File: src/rtl/updown_counter_ctrl_pkg.sv
// Shared definitions for the push-button counter sequencer.
//   state_t   : sequencer states (2-bit encoding)
//   owner_t   : which direction button owns a press/repeat
//   RGB_*     : status LED colours packed as {R,G,B}
//   state_rgb : maps a state to its LED colour
package updown_counter_ctrl_pkg;

    typedef enum logic [1:0] {
        ST_OFF    = 2'd0,
        ST_IDLE   = 2'd1,
        ST_PRESS  = 2'd2,
        ST_REPEAT = 2'd3
    } state_t;

    typedef enum logic {
        OWN_UP = 1'b0,
        OWN_DN = 1'b1
    } owner_t;

    localparam logic [2:0] RGB_OFF    = 3'b100;
    localparam logic [2:0] RGB_IDLE   = 3'b010;
    localparam logic [2:0] RGB_PRESS  = 3'b001;
    localparam logic [2:0] RGB_REPEAT = 3'b011;

    function automatic logic [2:0] state_rgb(input state_t s);
        logic [2:0] colour;
        case (s)
            ST_OFF:    colour = RGB_OFF;
            ST_IDLE:   colour = RGB_IDLE;
            ST_PRESS:  colour = RGB_PRESS;
            default:   colour = RGB_REPEAT;
        endcase
        return colour;
    endfunction

endpackage

File: src/rtl/updown_counter_ctrl_btn_edge.sv
// Rising-edge detector for one debounced button level.
//   clk   : system clock
//   rst_n : asynchronous active-low reset (clears the history register)
//   level : debounced, synchronised button level
//   rise  : high for the cycle where level is high and was low last cycle
// The history register updates every cycle regardless of sequencer state,
// so a button already held when the sequencer wakes up never produces a rise.
module btn_edge (
    input  logic clk,
    input  logic rst_n,
    input  logic level,
    output logic rise
);

    logic level_q;

    // One-cycle history of the button level.
    always_ff @(posedge clk or negedge rst_n) begin
        if (!rst_n) begin
            level_q <= 1'b0;
        end else begin
            level_q <= level;
        end
    end

    assign rise = level & ~level_q;

endmodule

File: src/rtl/updown_counter_ctrl.sv
// Push-button sequencer for the board counter.
// Turns debounced UP/DOWN/CLEAR buttons into single steps or auto-repeat
// steps paced by TICK, and drives the RGB status LED from the state.
//   CLK, RST_N          : sole clock, asynchronous active-low reset
//   ON                  : enable switch, low forces OFF and clears the count
//   TICK                : one-cycle repeat-rate enable from the slow divider
//   BTN_UP/BTN_DN/BTN_CLR : debounced button levels, high = pressed
//   CNT                 : counter value, wraps modulo 2**WIDTH
//   WRAP                : one-cycle pulse after a wrapping step
//   R, G, B             : status LED (OFF=R, IDLE=G, PRESS=B, REPEAT=G+B)
module updown_counter_ctrl
    import updown_counter_ctrl_pkg::*;
#(
    parameter int WIDTH      = 3,
    parameter int HOLD_TICKS = 4
) (
    input  logic             CLK,
    input  logic             RST_N,
    input  logic             ON,
    input  logic             TICK,
    input  logic             BTN_UP,
    input  logic             BTN_DN,
    input  logic             BTN_CLR,
    output logic [WIDTH-1:0] CNT,
    output logic             WRAP,
    output logic             R,
    output logic             G,
    output logic             B
);

    localparam int HOLD_W = $clog2(HOLD_TICKS + 1);
    localparam logic [HOLD_W-1:0] HOLD_LAST = HOLD_W'(HOLD_TICKS - 1);
    localparam logic [WIDTH-1:0]  CNT_MAX   = '1;

    logic rise_up, rise_dn, rise_clr;

    state_t             state, state_next;
    owner_t             owner, owner_next;
    logic [HOLD_W-1:0]  hold_cnt, hold_next;
    logic [WIDTH-1:0]   cnt_q, cnt_next;
    logic               wrap_q, wrap_next;
    logic               owner_held;
    logic               do_step;
    logic               step_up;

    btn_edge u_edge_up  (.clk(CLK), .rst_n(RST_N), .level(BTN_UP),  .rise(rise_up));
    btn_edge u_edge_dn  (.clk(CLK), .rst_n(RST_N), .level(BTN_DN),  .rise(rise_dn));
    btn_edge u_edge_clr (.clk(CLK), .rst_n(RST_N), .level(BTN_CLR), .rise(rise_clr));

    // State register together with the counter, wrap flag, owner and hold count,
    // so every output changes on the same edge that samples the button or TICK.
    always_ff @(posedge CLK or negedge RST_N) begin
        if (!RST_N) begin
            state    <= ST_OFF;
            owner    <= OWN_UP;
            hold_cnt <= '0;
            cnt_q    <= '0;
            wrap_q   <= 1'b0;
        end else begin
            state    <= state_next;
            owner    <= owner_next;
            hold_cnt <= hold_next;
            cnt_q    <= cnt_next;
            wrap_q   <= wrap_next;
        end
    end

    // Next-state logic. Priority: ON low, wake from OFF, CLEAR rise, then the
    // per-state stepping rules. A held CLEAR blocks new presses and TICK steps.
    // Only the owning button is looked at once a press is in progress.
    always_comb begin
        state_next = state;
        owner_next = owner;
        hold_next  = hold_cnt;
        cnt_next   = cnt_q;
        wrap_next  = 1'b0;
        do_step    = 1'b0;
        step_up    = 1'b0;
        owner_held = (owner == OWN_UP) ? BTN_UP : BTN_DN;

        if (!ON) begin
            state_next = ST_OFF;
            cnt_next   = '0;
            hold_next  = '0;
        end else if (state == ST_OFF) begin
            state_next = ST_IDLE;
        end else if (rise_clr) begin
            state_next = ST_IDLE;
            cnt_next   = '0;
            hold_next  = '0;
        end else begin
            case (state)
                ST_IDLE: begin
                    if (!BTN_CLR && (rise_up ^ rise_dn)) begin
                        do_step    = 1'b1;
                        step_up    = rise_up;
                        owner_next = rise_up ? OWN_UP : OWN_DN;
                        hold_next  = '0;
                        state_next = ST_PRESS;
                    end
                end
                ST_PRESS: begin
                    if (!owner_held) begin
                        state_next = ST_IDLE;
                    end else if (TICK && !BTN_CLR) begin
                        if (hold_cnt == HOLD_LAST) begin
                            do_step    = 1'b1;
                            step_up    = (owner == OWN_UP);
                            state_next = ST_REPEAT;
                        end else begin
                            hold_next = hold_cnt + 1'b1;
                        end
                    end
                end
                ST_REPEAT: begin
                    if (!owner_held) begin
                        state_next = ST_IDLE;
                    end else if (TICK && !BTN_CLR) begin
                        do_step = 1'b1;
                        step_up = (owner == OWN_UP);
                    end
                end
                default: begin
                    state_next = ST_OFF;
                end
            endcase
        end

        // The wrap flag is judged on the value being stepped away from.
        if (do_step) begin
            if (step_up) begin
                cnt_next  = cnt_q + 1'b1;
                wrap_next = (cnt_q == CNT_MAX);
            end else begin
                cnt_next  = cnt_q - 1'b1;
                wrap_next = (cnt_q == '0);
            end
        end
    end

    // Output decode: the LED colour is a pure function of the state register.
    always_comb begin
        {R, G, B} = state_rgb(state);
    end

    assign CNT  = cnt_q;
    assign WRAP = wrap_q;

endmodule

File: config.mk
export PLATFORM = sky130hd
export DESIGN_NAME = updown_counter_ctrl
export DESIGN_NICKNAME = d
export VERILOG_FILES = /design/src/rtl/updown_counter_ctrl_pkg.sv /design/src/rtl/updown_counter_ctrl_btn_edge.sv /design/src/rtl/updown_counter_ctrl.sv
export SDC_FILE = /design/constraint.sdc
export NUM_CORES = 1
export LEC_CHECK = 0
export CAP_MARGIN = 0
export CORE_UTILIZATION = 55
export DETAILED_ROUTE_END_ITERATION = 10
export HOLD_SLACK_MARGIN = 0.1
export PLACE_DENSITY = 0.82
export SLEW_MARGIN = 5
export SYNTH_ARGS = -nofsm -noshare
export SYNTH_HDL_FRONTEND = slang
export SYNTH_SLANG_ARGS = --single-unit
File: constraint.sdc
create_clock -name CLK -period 5.79 [get_ports CLK]
set_input_delay 0.8685 -clock CLK [delete_from_list [all_inputs] [get_ports CLK]]
set_output_delay 0.8685 -clock CLK [all_outputs]
set_load 0.05 [all_outputs]
==> impl_metrics.csv, run 1 <==
group,metric,value,unit
global_routing,track_usage,22.3,%
die,row_count,14,
route,avgRoutedWirePerCell,14.9,µm
synth,yosys.area_share.xor_xnor,1.99,%
route,dr.pass1.iters,4,
sta,min_period,2.99,ns
global_routing,antenna_found_initial,0,
synth,synth.area.top_cells,"dfrtp_1 (37%), mux2i_1 (9.1%), ha_1 (8.5%)",
power_and_ir_drop,power_leakage,0.459,nW
clocking,clk_path_buf_depth,2,
critical_path,path_cells,"inv_1 -> ha_1 -> nor2_1 -> inv_1 -> clkdlybuf4s50_1",
clocking,cts_tree,"built",
clocking,clock_latency,0.27,ns
synth,synth.distinct_cells,37,
placed_design,place_congestion,0.794,
global_routing,grt_max_degree,14,
die,die_w,42.0,µm
sta,slew_violations,0,
global_routing,top_usage_layer,"met2",
run,drv_cap,0,
clocking,cts-buffers-inserted,3,
synth,synth_common_cells,"dfrtp_1 (13), mux2i_1 (8), nand2_1 (8)",
placed_design,dp_hpwl,1330,µm
synth,synth_top_flop_cell,"dfrtp_1",
die,die_y,42.0,µm
layout,fin_util,70.1,%
synth,yosys_warnings,0,
layout,finish.instance_area,1060,µm²
clocking,cts_hold_buffers,0,
layout,area_growth,20.1,%
global_routing,overflow,0,
sta,rsz0062_at_grt,"no",
critical_path,crit_type,"reg -> out",
die,io_pins,14,
placed_design,io_buffers,13,
die,dieArea,1760,µm²
die,initial_core_util,58.4,%
critical_path,cp_slowest_stage_delay,0.80,ns
placed_design,place_area,1030,µm²
layout,drive_gt1_share,11.9,%
critical_path,cp-end-kind,"output port",
synth,ys_seq_area_share,37.0,%
synth,synth_top_area_share,37.0,%
critical_path,worstPathArrival,2.12,ns
global_routing,grt_pass1_vias,728,
synth,synthSimpleGateAreaFrac,26.0,%
synth,syn_nets,98,
power_and_ir_drop,cellPowerDensity,212,nW/µm²
hold_path,hp-class,"reg -> reg",
synth,synth_async_sr_flop_share,100,%
sta,hold_viol_final,0,
sta,worst_pin_slew,0.696,ns
layout,fin_nets,116,
global_routing,met3_usage,2.59,%
synth,avgSynthCellArea,10.5,µm²
route,totalWireLength,1740,µm
synth,ys_seq_elements,13,
die,design.core.area,1510,µm²
clocking,h-tree-depth,1,
clocking,postCtsSetupBuffers,0,
route,remaining_drc_errors,0,
synth,synth_compound_area_share,12.1,%
route,via_per_inst,5.97,
route,antenna_left,0,
critical_path,cp_max_fo,7,
run_status,outcome,"finished, final reports clean",
route,drtIter0Drc,25,
synth,synth.most_common_cell,"dfrtp_1",
global_routing,grt_pass1_wl,3000,µm
layout,n_antenna_cell,0,
clocking,cts_root_buf,"clkbuf_4",
critical_path,crit_path_start_kind,"register",
clocking,cts_num_sinks,13,
synth,synth_mux_area_share,9.10,%
sta,fmax,0.335,GHz
critical_path,worstPathRequired,4.92,ns
critical_path,slowest_stage,"clkdlybuf4s50_1",
sta,fin_setup_tns,0,ns
synth,synthCells,84,
critical_path,path_buf_inv,3,
synth,synth_top_cell_by_area,"dfrtp_1",
synth,synth_edf_count,0,
sta,period_share,51.6,%
clocking,clkTransAtPathRegs,0.09,ns
synth,synth_top_family_by_area,"simple AND/OR/NAND/NOR gates",
critical_path,crit_top_cell,"inv_1",
sta,worst_clock_skew,0.00959,ns
power_and_ir_drop,irDropWorstVdd,0.000130,V
critical_path,crit_family,"buffers and inverters",
sta,max-slew-margin-rel,53.2,%
synth,synth_area,880,µm²
global_routing,use_met2,36.3,%
sta,setup_viol,0,
clocking,cts-resized-gates,0,
synth,synthAdderAreaFrac,10.8,%
global_routing,use_met1,27.7,%
route,via_count,698,
==> worst min-delay path: stages, from the launching register on <==
cell and delay, ns:
dfrtp_1 0.38, nand2_1 0.06, mux2i_1 0.06
==> per-layer routing <==
layer  wire [µm]  up-vias
met1         789      337
met5           0        -
met2         861       16
met3          57        5
met4          31        0
li1            -      340
==> where the power goes <==
| part | total, mW | internal, mW | leakage (nW) | switching, mW |
|---|---|---|---|---|
| Sequential | 0.102 | 0.0963 | 0.172 | 0.00562 |
| Clock | 0.0561 | 0.0266 | 0.0150 | 0.0295 |
| Combinational | 0.0663 | 0.0265 | 0.273 | 0.0398 |
==> path summary, 6_finish.rpt <==
kind / cells past startpoint / to / start / slack (ns)
max: 5 / B / state[0]$_DFFE_PN0P_ / 2.80
min: 2 / hold_cnt[1]$_DFFE_PN0P_ / hold_cnt[1]$_DFFE_PN0P_ / 0.54
max reg2reg: 9 / CNT[2]$_DFFE_PN0P_ / state[0]$_DFFE_PN0P_ / 3.63
min reg2reg: 2 / hold_cnt[1]$_DFFE_PN0P_ / hold_cnt[1]$_DFFE_PN0P_ / 0.54
max in group asynchronous: 1 / CNT[1]$_DFFE_PN0P_ / RST_N / 4.41
min in group asynchronous: 1 / u_edge_up.level_q$_DFF_PN0_ / RST_N / 0.97
==> state kept, by name (all words and copies together) (netlist names) <==
register	flops
CNT	3
WRAP	1
hold_cnt	3
owner	1
state	2
u_edge_clr.level_q	1
u_edge_dn.level_q	1
u_edge_up.level_q	1
==> cell families (layout without fill, tap and decap cells) <==
| family | count (synthesis) | count (layout) |
|---|---|---|
| AO/OA/AOI/OAI | 15 | 15 |
| XOR/XNOR | 2 | 2 |
| adder cells (fa/ha/maj) | 7 | 7 |
| buffers and inverters | 7 | 24 |
| flip-flops | 13 | 13 |
| multiplexers | 8 | 8 |
| AND/OR/NAND/NOR | 32 | 32 |
==> final cells by class <==
class | count | area, µm²
inverter | 7 | 26.3
multi-input combinational | 64 | 528
clock buffer | 4 | 26.3
tap | 16 | 20.0
timing repair buffer | 13 | 130
sequential | 13 | 325
fill | 110 | 450
==> cell usage in the layout, fill, tap and decap left out, types with 3 or more instances in the layout <==
| master | instances |
|---|---|
| dfrtp_1 | 13 |
| clkdlybuf4s50_1 | 13 |
| mux2i_1 | 8 |
| nand2_1 | 8 |
| inv_1 | 7 |
| ha_1 | 6 |
| nor2_1 | 4 |
| o21ai_0 | 4 |
| a21oi_1 | 3 |
| clkbuf_4 | 3 |
==> per-stage QoR <==
step                hold slack [ns]  cells  worst slack (ns)  total power, mW
floorplan                     0.482     84              3.69            0.147
global placement              0.511    113              3.03            0.168
detailed placement            0.528    113              2.94            0.170
CTS                           0.545    117              2.81            0.226
global route                  0.584    117              2.67            0.237
finish                        0.537    117              2.80            0.224
Note: power is estimated with default switching activity, not from simulation.
==> inputs of run 2 (changes only) <==
CORE_UTILIZATION = 51   (was 55)
PLACE_DENSITY = 0.76   (was 0.82)
clock period = 2.8 ns   (was 5.79 ns; I/O delays follow)
==> impl_metrics.csv, run 2 (synthesis results as in run 1) <==
group,metric,value,unit
run_status,outcome,"finished, violations left",
run_status,violations,"DRC",
clocking,cts-buffers-inserted,3,
critical_path,worstPathRequired,2.38,ns
route,dr.pass1.iters,8,
route,totalWireLength,1750,µm
placed_design,place_congestion,0.801,
clocking,cts-resized-gates,0,
layout,fin_nets,116,
critical_path,crit_path_start_kind,"register",
critical_path,worst_r2r_startpoint,"state[0]$_DFFE_PN0P_",
sta,setup_viol,0,
sta,period_share,90.2,%
layout,fin_cells,117,
layout,n_antenna_cell,0,
critical_path,slowest_stage,"clkdlybuf4s50_1",
sta,worst_pin_slew,0.736,ns
global_routing,overflow,0,
critical_path,path_cells,"inv_1 -> ha_1 -> nor2_1 -> inv_1 -> clkdlybuf4s50_1",
clocking,postCtsSetupBuffers,0,
die,row_count,14,
clocking,cts_root_buf,"clkbuf_4",
sta,slew_violations,0,
route,via_per_inst,5.97,
global_routing,grt_max_degree,14,
placed_design,io_buffers,13,
clocking,h-tree-depth,1,
clocking,cts_num_sinks,13,
clocking,cts_tree,"built",
layout,area_growth,20.1,%
sta,fmax,0.396,GHz
sta,rsz0062_at_grt,"no",
power_and_ir_drop,irDropWorstVdd,0.000275,V
layout,layout_common_cells,"dfrtp_1 (13), clkdlybuf4s50_1 (13), mux2i_1 (8), nand2_1 (8), inv_1 (7)",
die,dieArea,1890,µm²
global_routing,grt_pass1_wl,2980,µm
sta,hold_viol_final,0,
critical_path,crit_end,"B",
critical_path,crit_type,"reg -> out",
clocking,clk_path_buf_depth,2,
power_and_ir_drop,power_leakage,0.459,nW
critical_path,r2r_setup_slack,0.62,ns
critical_path,crit_top_cell,"inv_1",
critical_path,r2r_cells,9,
critical_path,cp-end-kind,"output port",
sta,max-slew-margin-rel,50.5,%
power_and_ir_drop,p_total,0.468,mW
global_routing,antenna_found_initial,0,
die,initial_core_util,56.4,%
sta,worst_clock_skew,0.00746,ns
die,io_pins,14,
critical_path,reg2reg_to,"CNT[2]$_DFFE_PN0P_",
placed_design,dp_hpwl,1230,µm
die,die_y,43.5,µm
global_routing,grt_pass1_vias,654,
route,antenna_left,0,
critical_path,crit_start,"state[0]$_DFFE_PN0P_",
hold_path,hp-class,"in -> async",
route,remaining_drc_errors,2,
route,avgRoutedWirePerCell,14.9,µm
clocking,clock_latency,0.28,ns
placed_design,dp_cells,113,
placed_design,dpl_worst_slack,0.416,ns
route,drtIter0Drc,22,
critical_path,cp_slowest_stage_delay,0.80,ns
clocking,cts_hold_buffers,0,
layout,drive_gt1_share,11.9,%
die,design.core.area,1560,µm²
critical_path,cp_max_fo,7,
global_routing,track_usage,21.8,%
die,die_w,43.5,µm
clocking,clkTransAtPathRegs,0.09,ns
run,drv_cap,0,
sta,layout_setup_ws,0.274,ns
route,via_count,699,
sta,fin_setup_tns,0,ns
critical_path,worstPathArrival,2.11,ns
power_and_ir_drop,cellPowerDensity,443,nW/µm²
sta,min_period,2.53,ns
[run 2: how the worst min path moves through the flow]
stage,startpoint,to,slack [ns]
finish,RST_N,hold_cnt[0]$_DFFE_PN0P_,0.50
global route,hold_cnt[2]$_DFFE_PN0P_,hold_cnt[2]$_DFFE_PN0P_,0.56
detailed placement,hold_cnt[2]$_DFFE_PN0P_,hold_cnt[2]$_DFFE_PN0P_,0.52
global placement,hold_cnt[2]$_DFFE_PN0P_,hold_cnt[2]$_DFFE_PN0P_,0.52
floorplan,RST_N,CNT[0]$_DFFE_PN0P_,0.12
CTS,RST_N,hold_cnt[2]$_DFFE_PN0P_,0.53
[run 2: layout make-up]
type / instances / area [µm²]
repair buffers: 13 / 130
clock buffers: 4 / 26.3
fillers: 130 / 503
well taps: 16 / 20.0
flip-flops and latches: 13 / 325
multi-input cells: 64 / 528
inverters: 7 / 26.3
[run 2: through the flow]
step                hold slack [ns]  utilization [%]  area [µm²]
global placement              0.521             66.1        1030
floorplan                     0.124                -         880
global route                  0.557             67.7        1060
detailed placement            0.524             66.1        1030
CTS                           0.530             67.7        1060
finish                        0.501             67.7        1060
[run 2: power by group]
part	internal (mW)	switching [mW]	total, mW
sequential	0.199	0.0115	0.211
clock	0.0553	0.0638	0.119
combinational	0.0550	0.0827	0.138
[run 2: critical path, delay by kind of cell (launching register included)]
| kind | cells | cell delay, ns |
|---|---|---|
| buffers and inverters | 3 | 1.01 |
| flip-flops | 1 | 0.43 |
| adder cells (fa/ha/maj) | 1 | 0.31 |
| AND/OR/NAND/NOR | 1 | 0.09 |
[run 2: routing by layer]
layer / routed length (µm) / global-route usage [%]
met2: 795 / 32.4
met5: 0 / 0
met1: 827 / 31.4
met3: 84 / 2.50
met4: 38 / 11.3
==> inputs of run 3 (changes only) <==
ABC_AREA = 0   (was default)
==> results of run 3 <==
No change in the layout: final DEF, timing and power equal those of run 2.
